[src/rtl/tdiv_rest_param.sv]
// Restoring divider, WIDTH-bit, signed or unsigned per operation.
// RISC-V M semantics for divide-by-zero and signed overflow.
module tdiv_rest_param #(
  parameter int WIDTH = 32,
  parameter int CW    = $clog2(WIDTH)
) (
  input  logic             clk,
  input  logic             rstLow,
  input  logic             start_in,
  input  logic             signed_in,
  input  logic [WIDTH-1:0] a_in,
  input  logic [WIDTH-1:0] b_in,
  output logic [WIDTH-1:0] q_out,
  output logic [WIDTH-1:0] r_out,
  output logic             busy,
  output logic             done,
  output logic             div0
);

  localparam logic [1:0] S_IDLE = 2'd0;
  localparam logic [1:0] S_PREP = 2'd1;
  localparam logic [1:0] S_LOOP = 2'd2;
  localparam logic [1:0] S_FIX  = 2'd3;

  logic [1:0]       r_state;
  logic [CW-1:0]    r_cnt;
  logic [WIDTH-1:0] r_q;
  logic [WIDTH-1:0] r_rem;
  logic [WIDTH-1:0] r_div;
  logic [WIDTH-1:0] r_a;
  logic             r_sgn;
  logic             r_sa;
  logic             r_sb;
  logic             r_b0;

  logic [WIDTH:0]   w_res;
  logic             w_neg;
  logic             w_b0;
  logic             w_last;
  logic [WIDTH-1:0] w_absa;
  logic [WIDTH-1:0] w_absb;

  // r_a and r_div hold the raw operands from the start cycle until PREP
  assign w_absa = (r_sgn & r_a[WIDTH-1]) ? -r_a : r_a;
  assign w_absb = (r_sgn & r_div[WIDTH-1]) ? -r_div : r_div;
  assign w_b0   = (r_div == '0);
  assign w_res  = {r_rem, r_q[WIDTH-1]} - {1'b0, r_div};
  assign w_neg  = w_res[WIDTH];
  assign w_last = (r_cnt == CW'(WIDTH - 1));
  assign busy   = (r_state != S_IDLE);

  always_ff @(posedge clk or negedge rstLow) begin
    if (!rstLow) begin
      r_state <= S_IDLE;
      r_cnt   <= '0;
      r_q     <= '0;
      r_rem   <= '0;
      r_div   <= '0;
      r_a     <= '0;
      r_sgn   <= 1'b0;
      r_sa    <= 1'b0;
      r_sb    <= 1'b0;
      r_b0    <= 1'b0;
      q_out   <= '0;
      r_out   <= '0;
      done    <= 1'b0;
      div0    <= 1'b0;
    end else begin
      done <= 1'b0;
      unique case (r_state)
        S_IDLE: begin
          if (start_in) begin
            r_a     <= a_in;
            r_div   <= b_in;
            r_sgn   <= signed_in;
            r_state <= S_PREP;
          end
        end
        S_PREP: begin
          r_sa    <= r_sgn & r_a[WIDTH-1];
          r_sb    <= r_sgn & r_div[WIDTH-1];
          r_b0    <= w_b0;
          r_q     <= w_absa;
          r_div   <= w_absb;
          r_rem   <= '0;
          r_cnt   <= '0;
          r_state <= w_b0 ? S_FIX : S_LOOP;
        end
        S_LOOP: begin
          if (!w_neg) begin
            r_rem <= w_res[WIDTH-1:0];
            r_q   <= {r_q[WIDTH-2:0], 1'b1};
          end else begin
            r_rem <= {r_rem[WIDTH-2:0], r_q[WIDTH-1]};
            r_q   <= {r_q[WIDTH-2:0], 1'b0};
          end
          r_cnt <= r_cnt + CW'(1);
          if (w_last) r_state <= S_FIX;
        end
        S_FIX: begin
          if (r_b0) begin
            q_out <= '1;
            r_out <= r_a;
            div0  <= 1'b1;
          end else begin
            q_out <= (r_sa ^ r_sb) ? -r_q : r_q;
            r_out <= r_sa ? -r_rem : r_rem;
            div0  <= 1'b0;
          end
          done    <= 1'b1;
          r_state <= S_IDLE;
        end
        default: r_state <= S_IDLE;
      endcase
    end
  end

endmodule

[config.mk]
export PLATFORM = sky130hd
export DESIGN_NAME = tdiv_rest_param
export DESIGN_NICKNAME = d
export VERILOG_FILES = /design/src/rtl/tdiv_rest_param.sv
export SDC_FILE = /design/constraint.sdc
export NUM_CORES = 1
export LEC_CHECK = 0
export ABC_AREA = 1
export CAP_MARGIN = 10
export CORE_UTILIZATION = 35
export CTS_CLUSTER_DIAMETER = 80
export DETAILED_ROUTE_END_ITERATION = 7
export PLACE_DENSITY_LB_ADDON = 0.25
export SLEW_MARGIN = 20
export SYNTH_ARGS = -nofsm -noshare
export SYNTH_HDL_FRONTEND = slang
export SYNTH_SLANG_ARGS = --single-unit
[constraint.sdc]
create_clock -name clk -period 2.7 [get_ports clk]
set_clock_uncertainty 0.2 [all_clocks]
set_input_delay 0.54 -clock clk [delete_from_list [all_inputs] [get_ports clk]]
set_output_delay 0.54 -clock clk [all_outputs]
set_load 0.005 [all_outputs]
======== Yosys cells after proc, flatten, opt, wreduce, memory -nomap -nowiden ========
Cells that the tools add are included.
word-level totals
  bits in registers ....................... 205
  latch bits .............................. 0
  memory bits (writable) .................. 0
  memory bits (read-only) ................. 0
  bits of input ports ..................... 68
  output and inout port bits .............. 67
  logic and storage cells ................. 57
  memories ................................ 0
operators by class
  $add $sub $neg .......................... 6
  multiply operators ...................... 0
  divide/modulo/power cells ............... 0
  magnitude comparators ................... 0
  equality and inequality tests ........... 7
  shift-type cells ........................ 0
  muxes and demuxes ....................... 19
  bitwise operators ....................... 3
  reduce and logical (&&, ||, !) cells .... 8
operators by type and width
  operator                                             count
  2-to-1 mux 32 bit                                    8
  one-hot mux 32 bit (2 select lines)                  3
  negation 32 bit                                      4
  subtractor 33 x 32 -> 33 bit                         1
  logical NOT 32 bit                                   1
  one-hot mux 5 bit (2 select lines)                   1
  one-hot mux 2 bit (4 select lines)                   1
  != test 2 bit, second input constant                 3
  nonzero test 2 bit                                   3
  adder 5 x 1 -> 5 bit, second input constant          1
  equality test 5 bit, second input constant           1
  equality test 2 bit, second input constant           2
  2-to-1 mux 1 bit                                     4
  2-to-1 mux 2 bit                                     2
  AND reduction 2 bit                                  2
  AND reduction 3 bit                                  1
  AND 1 bit                                            2
  equality test 2 x 1 -> 1 bit, second input constant  1
  logical NOT 2 bit                                    1
  bitwise XOR 1 bit                                    1

======== Longest topological paths before layout ========
  word-level depth ........................ 3
  mapped depth ............................ 18
  depth with buffers taken out ............ 17

======== Least setup slack after synthesis ========
No wires, ideal clock.
  path type ............................... reg2reg
  start point ............................. register r_q[31]
  end point ............................... register r_rem[22]
  setup time .............................. 0.118 ns
  data arrival time ....................... 2.033 ns
  required time ........................... 2.382 ns
  path slack .............................. 0.349 ns
  stages on the path, launching flop included .. 17
  path buffers ............................ 1
  period minus slack after synthesis ...... 2.351 ns
  cell sequence ........................... dfrtp_1 > inv_1 > ha_1 > fa_1 > inv_1 > nand2_1 > nand2_1 > nand3_1 > nand2_2 > nand2_2 > nand2_2 > nand2_4 > nand3_4 > buf_2 > nand3_1 > nand3_1 > nand2_1
between the ends
  cells in the longest elaborated chain, start to end .. 3
RTL lines
  item                                 RTL line  RTL
  start, declared                      27        logic [WIDTH-1:0] r_q;
  start signal, assigned               83        r_q <= w_absa;
  start signal, assigned               92        r_q <= {r_q[WIDTH-2:0], 1'b1};
  start signal, assigned               95        r_q <= {r_q[WIDTH-2:0], 1'b0};
  subtractor 33 x 32 -> 33 bit         47        assign w_res = {r_rem, r_q[WIDTH-1]} - {1'b0, r_div};
  2-to-1 mux 32 bit                    90        if (!w_neg) begin
  one-hot mux 32 bit (2 select lines)  70        unique case (r_state)
  end signal, assigned                 91        r_rem <= w_res[WIDTH-1:0];
  end signal, assigned                 94        r_rem <= {r_rem[WIDTH-2:0], r_q[WIDTH-1]};
  end, declared                        28        logic [WIDTH-1:0] r_rem;
No other way between the ends.
A chain may end at the register's enable or synchronous reset.

======== Worst setup path in the final report ========
  start point ............................. register r_div[18]
  end point ............................... register r_rem[18]
between the ends
  cells in the longest elaborated chain, start to end .. 3
RTL lines
  item                                 RTL line  RTL
  start, declared                      29        logic [WIDTH-1:0] r_div;
  start signal, assigned               74        r_div <= b_in;
  start signal, assigned               84        r_div <= w_absb;
  subtractor 33 x 32 -> 33 bit         47
  2-to-1 mux 32 bit                    90
  one-hot mux 32 bit (2 select lines)  70
No other way between the ends.

==> impl_summary.log <==
[metrics] sequential-to-total area share from yosys stat: 35.4%
[metrics] TritonCTS Sinks: 205
[metrics] Finish-stage setup viols: 0
[metrics] area of the mapped netlist: 14500 um^2
[metrics] number of optimization iterations in the first detailed-route pass: 6
[metrics] cell with the most instances on the worst path: sky130_fd_sc_hd__nand2_1
[metrics] starting density of the core: 35.4%
[metrics] Post-Route Utilization: 44.5%
[metrics] DRC Markers: 0
[metrics] leakage power of the design: 9.05 nW
[metrics] first-pass GRT wire length: 77.5 mm
[metrics] Min-Delay Path Class: input port to async pin
[metrics] Antenna Nets Post-Route: 0
[metrics] Data required, critical path: 2.94 ns
[metrics] reg-to-reg startpoint: r_div[18]
[metrics] final hold slack: 0.244 ns
[metrics] fraction of the mapped netlist area in adder cells: 3.77%
[metrics] clock latency reported for the late side of the worst-skew pair: 0.56 ns
[metrics] crit path launch type: flip-flop
[metrics] most frequent cell after synthesis: sky130_fd_sc_hd__nand2_1
[metrics] complex-gate fraction of the synthesized area: 13.5%
[metrics] instance area after placement: 16900 um^2
[metrics] number of global-route vias before repair: 14100
[metrics] register bit count reported by yosys: 205
[metrics] cell taking the most area after synthesis: sky130_fd_sc_hd__dfrtp_1
[metrics] placer congestion estimate: 0.910
[metrics] global-route congestion overflow total: 0
[metrics] antenna violations before repair: 0
[metrics] total of fill cells in the finished design: 4293
[metrics] multiplexer area fraction after synthesis: 0.156%
[metrics] Synth Area in XOR/XNOR: 3.57%
[metrics] total of max-cap violations: 0
[metrics] number of core rows: 74
[metrics] endpoint type of the worst setup path: flip-flop
[metrics] clock transition at the register clock pins on the worst setup and hold paths after CTS: 0.06 ns
[metrics] area grow syn2layout: 25.6%
[metrics] fraction of layout instances using a drive strength above 1: 9.73%
[metrics] Net count, final: 2465
[metrics] Die X: 205 um
[metrics] Longest Clk Path Bufs: 3
[metrics] average wire length per cell after detail routing: 17.1 um
[metrics] number of diodes added for antenna fixing: 0
[metrics] Fmax: 381 MHz
[metrics] CTS root buffer: sky130_fd_sc_hd__clkbuf_16
[metrics] floorplan die area: 42200 um^2
[metrics] largest family of logic cells by synthesized area: simple AND/OR/NAND/NOR gates
[metrics] total negative setup slack: 0 ns
[metrics] Routed Wire Length: 49.7 mm
[metrics] standard cell core area: 40800 um^2
[metrics] top cells by area, synth: sky130_fd_sc_hd__dfrtp_1 (35%), sky130_fd_sc_hd__nand2_1 (16%), sky130_fd_sc_hd__inv_1 (8.0%)
[metrics] worst setup slack after placement: 0.0201 ns
[metrics] relative slew slack: 61.2%
[metrics] DPL Wire Length: 38.9 mm
[metrics] final number of hold-violating endpoints: 0
[metrics] synthesized-area fraction occupied by and/or/nand/nor cells: 33.2%
[metrics] Crit Path Class: flip-flop to flip-flop
[metrics] number of vias per cell after detailed routing: 5.13
[metrics] Top FF cell, synth: sky130_fd_sc_hd__dfrtp_1
[metrics] Register-to-Register Setup Slack: 0.07 ns
[metrics] die extent in y: 205 um
[metrics] actual slew at the worst max-slew pin: 0.582 ns
[metrics] area used by multi-input combinational logic: 8030 um^2
[metrics] crit path max-delay cell type: sky130_fd_sc_hd__dfrtp_1
[metrics] worst ir drop on vdd: 546 uV
[metrics] cell breakdown of the critical path: inv_2 -> ha_2 -> nand2_4 -> inv_1 -> nand2_1 -> nand2_1 -> nand2_1 -> nand2_1 -> a21oi_4 -> buf_4 -> nand3_4 -> buf_12 -> nand2_8 -> nand2_1 -> nand3_1 -> nand2_1
[metrics] number of pins with negative max-slew slack in the final report: 0
[metrics] critical path arrival: 2.87 ns
[metrics] Register-to-Register Path Depth: 16
[metrics] setup slack of the critical path after layout: 0.0736 ns
[metrics] count of synthesis-stage warnings from yosys: 0
[metrics] count of H-tree levels built during CTS: 1
[metrics] TritonCTS clock tree: built
[metrics] area share of the largest cell type after synthesis: 35.4%
[metrics] # IOs: 135
[metrics] fraction of registers with async set/reset: 100%
[metrics] Total GRT Usage: 23.5%
[metrics] status: completed
[metrics] Post-Layout Inst Area: 18200 um^2
[metrics] Pwr per Cell Area: 1090 nW/um^2
[metrics] period utilization: 97.3%
[metrics] post-synthesis net count: 2269
[metrics] worst-path fanout max: 15
[metrics] Synth Instances: 2158
[metrics] number of flops mapped to enable cells by yosys: 0
[metrics] number of library cell types mapped by synthesis: 48
[metrics] violation count after the first detailed-route iteration: 1144
[metrics] sequential cell area in the final layout: 5130 um^2
[metrics] list of most frequent post-synthesis cells: sky130_fd_sc_hd__nand2_1 (603), sky130_fd_sc_hd__inv_1 (310), sky130_fd_sc_hd__nor2_1 (220)
[metrics] mean cell area of the mapped netlist: 6.71 um^2
[metrics] clock buffer count from CTS: 27
[metrics] time the final worst path needs with I/O delays and setup: 2.63 ns
[metrics] vias after detailed routing: 14900
[metrics] Reg2Reg Capture Point: r_rem[18]
[metrics] largest stage delay on the critical path: 0.40 ns
[metrics] maximum number of pins on one net before global-route repair: 70
[metrics] Buffers on Ports: 134
[per-layer routing]
layer | global-route usage [%] | part of all wire (%) | vias to the layer above
li1 | - | - | 7406
met1 | 31.4 | 44 | 6972
met2 | 39.9 | 48 | 455
met3 | 2.33 | 5.7 | 71
met4 | 6.88 | 2.6 | 0
met5 | 0 | 0 | -
[critical path, delay by kind of cell (launching register included)]
family,cells,cell delay [ns]
AOI/OAI and AO/OA,1,0.19
adders and majority gates,1,0.33
and+or+nand+nor,10,0.87
DFF,1,0.40
buffers and inverters,4,0.50
[flip-flops by register name (all words and copies together), names as in the netlist]
signal / flops
done: 1
r_rem: 32
r_sgn: 1
r_out: 32
r_sb: 1
r_q: 32
div0: 1
r_a: 32
r_cnt: 5
r_sa: 1
r_state: 2
r_div: 32
q_out: 32
r_b0: 1
[area by class of cell]
class,instances,share of cell area [%]
Tap cell,532,3.66
Clock buffer,38,4.33
Clock inverter,11,0.578
Multi-Input combinational cell,1567,44.2
Timing Repair Buffer,238,12.5
Sequential cell,205,28.3
Inverter,315,6.51
[repair_timing]
| action | CTS | global route |
|---|---|---|
| pin swaps | 0 | 3 |
| endpoints found under the setup margin | 2 | 32 |
| resized for setup | 1 | 57 |
| hold buffers | 1 | 0 |
| cloned | 0 | 3 |
| hold endpoints to repair | 30 | 0 |
| setup buffers | 0 | 14 |
[power breakdown]
group          total (mW)  switching, mW  internal [mW]
clock                3.59           1.46           2.14
sequential           5.21          0.942           4.27
combinational        10.9           6.75           4.18
[cell usage in the layout, fill, tap and decap left out, drive strengths merged, types with 8 or more instances in the layout]
master / n
xnor2: 13
clkinv: 8
o211ai: 18
dfrtp: 205
o21bai: 22
clkdlybuf4s50: 133
nor3: 33
a31oi: 18
nor2: 230
inv: 315
o21ai: 98
nand4: 31
ha: 42
clkbuf: 41
a21oi: 92
xor2: 46
o221ai: 28
buf: 101
o22ai: 38
nand2: 614
nand3: 211
[logic make-up (layout without fill, tap and decap cells)]
kind of cell | count (synthesis) | in the layout
adders and majority gates | 43 | 43
DFF | 205 | 205
AOI/OAI and AO/OA | 324 | 324
muxes | 2 | 2
and+or+nand+nor | 1138 | 1139
buffers and inverters | 387 | 602
xor gates and xnor gates | 59 | 59
[worst max-delay path by stage]
stage	from	to	slack, ns	cells after the start
3_3_place_gp	r_q[31]	r_rem[3]	0.08	17
3_5_place_dp	r_q[31]	r_rem[8]	0.02	17
4_1_cts	r_state[0]	busy	0.03	4
5_1_grt	r_div[25]	r_rem[28]	-0.01	16
6_report	r_div[18]	r_rem[18]	0.07	16
2_1_floorplan	r_q[31]	r_rem[22]	0.35	16
[per-stage QoR]
| step | power, mW | std cells |
|---|---|---|
| 6_report | 19.7 | 2906 |
| 5_1_grt | 21.3 | 2906 |
| 4_1_cts | 19.5 | 2889 |
| 3_5_place_dp | 15.8 | 2839 |
| 3_3_place_gp | 15.7 | 2839 |
| 2_1_floorplan | 11.7 | 2158 |
(Power assumes the default switching activity.)
